File: src/rtl/fft_pkg.sv
// Shared constants and types for the FFT front-end blocks.
package fft_pkg;
    localparam int FFT_N    = 16;
    localparam int SAMPLE_W = 9;

    typedef logic signed [SAMPLE_W-1:0] sample_t;

    typedef enum logic {
        IDLE = 1'b0,
        FILL = 1'b1
    } frame_state_e;
endpackage

File: src/rtl/frame_shift_reg.sv
// Enabled I/Q shift register; new samples enter at the top, index 0 is the oldest.
module frame_shift_reg
    import fft_pkg::*;
#(
    parameter int P_SIZE = FFT_N,
    parameter int DW     = SAMPLE_W
) (
    input  logic                 i_clk,
    input  logic                 i_rst,
    input  logic                 i_en,
    input  logic signed [DW-1:0] i_din_i,
    input  logic signed [DW-1:0] i_din_q,
    output logic signed [DW-1:0] o_q_i [P_SIZE],
    output logic signed [DW-1:0] o_q_q [P_SIZE]
);

    logic signed [DW-1:0] r_i [P_SIZE];
    logic signed [DW-1:0] r_q [P_SIZE];

    // Shift toward index 0 on each enabled cycle, newest sample lands at P_SIZE-1
    always_ff @(posedge i_clk or posedge i_rst) begin
        if (i_rst) begin
            for (int k = 0; k < P_SIZE; k++) begin
                r_i[k] <= '0;
                r_q[k] <= '0;
            end
        end else if (i_en) begin
            for (int k = 0; k < P_SIZE-1; k++) begin
                r_i[k] <= r_i[k+1];
                r_q[k] <= r_q[k+1];
            end
            r_i[P_SIZE-1] <= i_din_i;
            r_q[P_SIZE-1] <= i_din_q;
        end
    end

    assign o_q_i = r_i;
    assign o_q_q = r_q;

endmodule

File: src/rtl/fft_frame_ctrl.sv
// Frame controller: gates capture, assembles P_SIZE-sample frames, holds them for the FFT.
//
// state | meaning
// IDLE  | capture off; hold register may still present a pending frame
// FILL  | accepting samples; frames load into the hold register or are dropped
module fft_frame_ctrl
    import fft_pkg::*;
#(
    parameter int P_SIZE = FFT_N,
    parameter int DW     = SAMPLE_W,
    parameter int CW     = 16
) (
    input  logic                 i_clk,
    input  logic                 i_rst,
    input  logic                 i_start,
    input  logic                 i_stop,
    input  logic [CW-1:0]        i_num_frames,
    input  logic                 i_in_valid,
    input  logic signed [DW-1:0] i_din_i,
    input  logic signed [DW-1:0] i_din_q,
    input  logic                 i_fft_ready,
    output logic signed [DW-1:0] o_dout_i [P_SIZE],
    output logic signed [DW-1:0] o_dout_q [P_SIZE],
    output logic                 o_dout_valid,
    output logic                 o_busy,
    output logic                 o_done,
    output logic                 o_overflow,
    output logic [CW-1:0]        o_frame_cnt,
    output logic [CW-1:0]        o_drop_cnt
);

    localparam int IW = $clog2(P_SIZE);

    frame_state_e          r_state;
    frame_state_e          w_next_state;
    logic [IW-1:0]         r_idx;
    logic [CW-1:0]         r_num_frames;
    logic [CW-1:0]         r_frame_cnt;
    logic [CW-1:0]         r_drop_cnt;
    logic                  r_overflow;
    logic                  r_done;
    logic                  r_dout_valid;
    logic signed [DW-1:0]  r_dout_i [P_SIZE];
    logic signed [DW-1:0]  r_dout_q [P_SIZE];

    logic                  w_busy;
    logic                  w_start;
    logic                  w_accept;
    logic                  w_complete;
    logic                  w_load;
    logic                  w_drop;
    logic                  w_auto_stop;
    logic [CW-1:0]         w_frame_cnt_inc;
    logic signed [DW-1:0]  w_sr_i [P_SIZE];
    logic signed [DW-1:0]  w_sr_q [P_SIZE];
    logic signed [DW-1:0]  w_frame_i [P_SIZE];
    logic signed [DW-1:0]  w_frame_q [P_SIZE];

    frame_shift_reg #(
        .P_SIZE (P_SIZE),
        .DW     (DW)
    ) u_shift (
        .i_clk   (i_clk),
        .i_rst   (i_rst),
        .i_en    (w_accept),
        .i_din_i (i_din_i),
        .i_din_q (i_din_q),
        .o_q_i   (w_sr_i),
        .o_q_q   (w_sr_q)
    );

    // State register
    always_ff @(posedge i_clk or posedge i_rst) begin
        if (i_rst) r_state <= IDLE;
        else       r_state <= w_next_state;
    end

    // Next-state logic; a completing sample is still processed on a stop/auto-stop edge
    always_comb begin
        w_next_state = r_state;
        case (r_state)
            IDLE: if (i_start) w_next_state = FILL;
            FILL: if (i_stop || w_auto_stop) w_next_state = IDLE;
            default: w_next_state = IDLE;
        endcase
    end

    // Output/strobe decode from the registered state
    always_comb begin
        w_busy          = (r_state == FILL);
        w_start         = (r_state == IDLE) && i_start;
        w_accept        = w_busy && i_in_valid;
        w_complete      = w_accept && (r_idx == IW'(P_SIZE-1));
        w_load          = w_complete && (!r_dout_valid || i_fft_ready);
        w_drop          = w_complete && r_dout_valid && !i_fft_ready;
        w_frame_cnt_inc = r_frame_cnt + CW'(1);
        w_auto_stop     = w_load && (r_num_frames != '0) && (w_frame_cnt_inc == r_num_frames);
    end

    // Completed frame is the stored samples shifted by one plus the sample arriving now
    always_comb begin
        for (int k = 0; k < P_SIZE-1; k++) begin
            w_frame_i[k] = w_sr_i[k+1];
            w_frame_q[k] = w_sr_q[k+1];
        end
        w_frame_i[P_SIZE-1] = i_din_i;
        w_frame_q[P_SIZE-1] = i_din_q;
    end

    // Sample index: cleared on start and on stop, wraps naturally at P_SIZE
    always_ff @(posedge i_clk or posedge i_rst) begin
        if (i_rst) begin
            r_idx <= '0;
        end else if (w_start || (w_busy && i_stop)) begin
            r_idx <= '0;
        end else if (w_accept) begin
            r_idx <= r_idx + IW'(1);
        end
    end

    // Frame/drop counters, overflow flag and latched frame target
    always_ff @(posedge i_clk or posedge i_rst) begin
        if (i_rst) begin
            r_num_frames <= '0;
            r_frame_cnt  <= '0;
            r_drop_cnt   <= '0;
            r_overflow   <= 1'b0;
        end else if (w_start) begin
            r_num_frames <= i_num_frames;
            r_frame_cnt  <= '0;
            r_drop_cnt   <= '0;
            r_overflow   <= 1'b0;
        end else begin
            if (w_load) r_frame_cnt <= w_frame_cnt_inc;
            if (w_drop) begin
                r_overflow <= 1'b1;
                if (r_drop_cnt != '1) r_drop_cnt <= r_drop_cnt + CW'(1);
            end
        end
    end

    // Done pulse lands in the cycle after the auto-stop edge
    always_ff @(posedge i_clk or posedge i_rst) begin
        if (i_rst) r_done <= 1'b0;
        else       r_done <= w_auto_stop;
    end

    // Hold register with valid/ready handshake; a load on a consume edge keeps valid high
    always_ff @(posedge i_clk or posedge i_rst) begin
        if (i_rst) begin
            r_dout_valid <= 1'b0;
            for (int k = 0; k < P_SIZE; k++) begin
                r_dout_i[k] <= '0;
                r_dout_q[k] <= '0;
            end
        end else if (w_load) begin
            r_dout_valid <= 1'b1;
            r_dout_i     <= w_frame_i;
            r_dout_q     <= w_frame_q;
        end else if (r_dout_valid && i_fft_ready) begin
            r_dout_valid <= 1'b0;
        end
    end

    assign o_dout_i     = r_dout_i;
    assign o_dout_q     = r_dout_q;
    assign o_dout_valid = r_dout_valid;
    assign o_busy       = w_busy;
    assign o_done       = r_done;
    assign o_overflow   = r_overflow;
    assign o_frame_cnt  = r_frame_cnt;
    assign o_drop_cnt   = r_drop_cnt;

endmodule

File: config.mk
export PLATFORM = sky130hd
export DESIGN_NAME = fft_frame_ctrl
export DESIGN_NICKNAME = d
export VERILOG_FILES = /design/src/rtl/fft_pkg.sv /design/src/rtl/frame_shift_reg.sv /design/src/rtl/fft_frame_ctrl.sv
export SDC_FILE = /design/constraint.sdc
export NUM_CORES = 2
export LEC_CHECK = 0
export BUFFER_PORTS_ARGS = -buffer_cell sky130_fd_sc_hd__buf_2
export CORE_ASPECT_RATIO = 0.8
export CORE_MARGIN = 4
export CORE_UTILIZATION = 61
export DETAILED_ROUTE_END_ITERATION = 16
export PLACE_DENSITY = 0.8
export SYNTH_ARGS = -nofsm -noshare
export SYNTH_HDL_FRONTEND = slang
export SYNTH_HIERARCHICAL = 1
export SYNTH_SLANG_ARGS = --single-unit
export TNS_END_PERCENT = 1
File: constraint.sdc
create_clock -name i_clk -period 23.2 [get_ports i_clk]
set_input_delay 4.64 -clock i_clk [delete_from_list [all_inputs] [get_ports i_clk]]
set_output_delay 4.64 -clock i_clk [all_outputs]
set_load 0.01 [all_outputs]
After elaboration in Yosys (flattened, before gate mapping)
Cells that the tools add are included.
{ "op_classes": {"n_addsub": 3, "n_mul": 0, "div_mod_pow": 0, "n_lt_le_gt_ge": 0, "eq_ne": 3, "n_shift": 0, "mux": 14, "bitwise": 1, "reduce_logical": 22} }
{ "op_table": {"columns": ["op", "count"], "rows": [
  ["2-to-1 mux 16 bit", 5],
  ["adder 16 x 1 -> 16 bit, second input constant", 2],
  ["== test 16 bit", 1],
  ["inequality test 16 bit, second input constant", 1],
  ["nonzero test 16 bit", 1],
  ["logical AND 1 bit", 10],
  ["nonzero test 2 bit", 5],
  ["2-to-1 mux 4 bit", 2],
  ["2-to-1 mux 1 bit", 6],
  ["adder 4 x 1 -> 4 bit, second input constant", 1],
  ["== test 4 bit, second input constant", 1],
  ["logical OR 1 bit", 3],
  ["logical NOT 1 bit", 2],
  ["case mux 1 bit (2 select lines)", 1],
  ["AND reduction 2 bit", 1],
  ["NOT 1 bit", 1]
]} }
{ "word_totals": {"reg_bits": 614, "latchBits": 0, "ram_bits": 0, "romBits": 0, "input_bits": 40, "elab_cells": 113, "mem_count": 0} }

Depth between registers and ports, before layout
{ "logic_depth": {"depth_word": 8, "ltp_mapped": 8} }

Modules after synthesis
The synthesis kept the hierarchy.
{ "modules_own_cells": {"columns": ["mod", "instances", "cells_each", "area_per_inst_um2", "seq_area_each_um2"], "rows": [
  ["fft_frame_ctrl", 1, 1536, 13845.8, 8608.3],
  ["frame_shift_reg", 1, 609, 10776.6, 7206.9]
]} }

Worst setup path before layout
OpenSTA, ideal clock, no wires.
{ "synth_timing": {"kind": "input to register", "start": "input i_fft_ready", "end": "register r_drop_cnt[5], in the netlist o_drop_cnt[5]", "setup_time_ns": 0.132, "arrival_ns": 5.842, "t_required_ns": 23.068, "path_slack_ns": 17.227, "path_stages": 7, "n_path_buf": 1, "cell_sequence": "nand2b_1 -> or3_4 -> a41oi_2 -> buf_6 -> nand4_1 -> xor2_1 -> nor2_1"} }
{ "synth_via": {"elab_chain_len": 4} }
{ "synth_lines": {"columns": ["element", "line", "source"], "rows": [
  ["start: declaration", "fft_frame_ctrl.sv:21", "input logic i_fft_ready,"],
  ["logical NOT 1 bit", "fft_frame_ctrl.sv:95", "w_drop = w_complete && r_dout_valid && !i_fft_ready;"],
  ["logical AND 1 bit", "fft_frame_ctrl.sv:95", null],
  ["nonzero test 2 bit (no line)", null, null],
  ["AND reduction 2 bit (no line)", null, null],
  ["end signal: assignment", "fft_frame_ctrl.sv:137", "if (r_drop_cnt != '1) r_drop_cnt <= r_drop_cnt + CW'(1);"],
  ["end: declaration", "fft_frame_ctrl.sv:39", "logic [CW-1:0] r_drop_cnt;"]
]} }
No other way between the ends.
A chain may end at the register's enable or synchronous reset.

Worst setup path in the final report
{ "layout_timing": {"start": "input i_fft_ready", "end": "register r_frame_cnt[8], in the netlist o_frame_cnt[8]"} }
{ "layout_via": {"elab_chain_len": 3} }
{ "layout_lines": {"columns": ["element", "line", "source"], "rows": [
  ["logical OR 1 bit", "fft_frame_ctrl.sv:94", "w_load = w_complete && (!r_dout_valid || i_fft_ready);"],
  ["logical AND 1 bit", "fft_frame_ctrl.sv:94", null],
  ["nonzero test 2 bit (no line)", null, null],
  ["end signal: assignment", "fft_frame_ctrl.sv:134", "if (w_load) r_frame_cnt <= w_frame_cnt_inc;"],
  ["end: declaration", "fft_frame_ctrl.sv:38", "logic [CW-1:0] r_frame_cnt;"]
]} }
No other way between the ends.

==> qor.yml <==
outcome:
  outcome: "completed"
grt:
  grt_usage: 0.263
  grt_max_degree: 161
  first_global_vias: 16700
  antenna_found_initial: 1
  grt_pass1_wl_mm: 90.3
  gr-total-overflow: 0
placed_design:
  port-buffer-count: 363
  dp_hpwl_mm: 36.3
  placed_area_um2: 25900
  dp_slack_ns: 15.14
  gp_congestion: 0.847
job:
  drv_cap: 0
cts:
  numCtsBuffers: 57
  htree_levels: 2
  cts_tree: "done"
  cts_resized: 0
  clk_latency_ns: 0.59
  cts_buffer_depth: 3
  clock_sinks: 614
  post-cts-setup-buffers: 0
  path_clk_slew_ns: 0.06
  cts-root-buf: "clkbuf_16"
  cts.hold.buffers_added: 0
die:
  die-height_um: 185
  fp.coreArea_um2: 38500
  die_area_um2: 42500
  rows: 64
  ios: 364
  start_util: 0.622
  die_x_um: 230
timing:
  fin_skew_ns: 0.0212
  finalSetupTns_ns: 0
  worst_slack_ns: 15.74
  slew_headroom: 0.177
  fmax_ghz: 0.134
  rsz0062_at_grt: "false"
  post-route-period-util: 0.322
  setup_viol: 0
  hold_viol_final: 0
  slew_viol_final: 0
  max_slew.worst_pin.slew_ns: 1.23
  finalCriticalPeriod_ns: 7.46
layout:
  layout_commonest_cell: "nand2_1"
  syn2layout_area_growth_pct: 15.7
  num-fill-cells: 2627
  drive_gt1_frac: 0.308
  nets: 2477
  final_util: 0.720
  layout_common_cells: "nand2_1, dfrtp_1, buf_2"
  fin_area_um2: 27700
drt:
  vias_per_cell: 5.49
  post_drt_wl_per_cell_um: 18.7
  post-route-drc-count: 0
  ant_nets: 0
  dr.pass1.iters: 5
  num_vias: 16500
  routed_wl_mm: 56.2
  drt_iter0_markers: 1324
critical_path:
  crit_fanout: 96
  cp_data_arrival_time_ns: 7.94
  cp.required_ns: 23.68
  r2r-end: "o_frame_cnt[8]$_DFFE_PP0P_"
  crit_type: "in -> reg"
  regToRegSetupSlack_ns: 19.40
  r2r_cells: 8
  start_kind: "input port"
  r2r-start: "r_idx[0]$_DFFE_PP0P_"
  cp-end-kind: "flop"
yosys:
  synth_nets: 2152
  ys_warn_count: 6
  synth.avg_cell_area_um2: 11.4
  syn_inst: 2109
  netlist_area_um2: 24000
power_and_ir_drop:
  powerDensity_nw_per_um2: 96.8
  ir_drop_mv: 0.0699
  p_total_uw: 2690
  p_leak_uw: 0.0152
hold_path:
  hold_start: "u_shift/o_q_q[133]$_DFFE_PP0P_"
  whs_endpoint: "o_dout_q[142]$_DFFE_PP0P_"
  worstHoldPathType: "reg -> reg"
  hold_depth: 2
-- where the power goes --
part           total (uW)  switching, uW  internal (uW)
Sequential           1480            187           1290
Clock                 902            390            511
Combinational         307            110            197
Total                2690            687           2000
-- routing by layer --
layer	vias up	GRT usage	share of wire
met1	8423	0.358	0.41
met4	0	0.0898	0.035
li1	7470	-	-
met2	493	0.438	0.49
met5	-	0	0
met3	122	0.0470	0.059
-- how the worst max path moves through the flow --
stage | startpoint | end | cells past startpoint
after floorplan | i_rst | o_busy$_DFF_PP0_ | 1
after global placement | i_fft_ready | o_frame_cnt[8]$_DFFE_PP0P_ | 8
after detailed placement | i_fft_ready | o_frame_cnt[8]$_DFFE_PP0P_ | 8
after CTS | i_fft_ready | o_frame_cnt[8]$_DFFE_PP0P_ | 8
after global routing | i_fft_ready | o_frame_cnt[8]$_DFFE_PP0P_ | 8
final | i_fft_ready | o_frame_cnt[8]$_DFFE_PP0P_ | 8
-- critical path: stages --
cell and delay, ns:
buf_2 0.10, nand2b_1 0.26, nor3b_4 0.68, buf_4 0.89
buf_4 0.90, and2_1 0.23, o21ai_0 0.08, o31ai_1 0.11
-- state kept, by name (all words and copies together) (netlist names), 4 cells and up --
| signal | flops |
|---|---|
| o_frame_cnt | 16 |
| u_shift/o_q_i | 135 |
| r_num_frames | 16 |
| r_idx | 4 |
| o_dout_q | 144 |
| u_shift/o_q_q | 135 |
| o_drop_cnt | 16 |
| o_dout_i | 144 |
-- metrics by stage --
| stage | hold WS (ns) | std cells |
|---|---|---|
| 2_1_floorplan | 0.435 | 2109 |
| 3_3_place_gp | 0.444 | 2903 |
| 3_5_place_dp | 0.453 | 2903 |
| 4_1_cts | 0.469 | 3004 |
| 5_1_grt | 0.488 | 3006 |
| 6_report | 0.466 | 3006 |
-- cell type report --
cell class	instances	area (um2)	area share
flip-flops and latches	614	15400	0.554
inverters	5	33.8	0.00122
multi-input cells	1379	7930	0.286
well taps	528	661	0.0238
clock buffers	89	1700	0.0612
clock inverters	12	105	0.00379
diodes	2	5.00	0.000180
repair buffers	377	1930	0.0697
(Power assumes the default switching activity.)
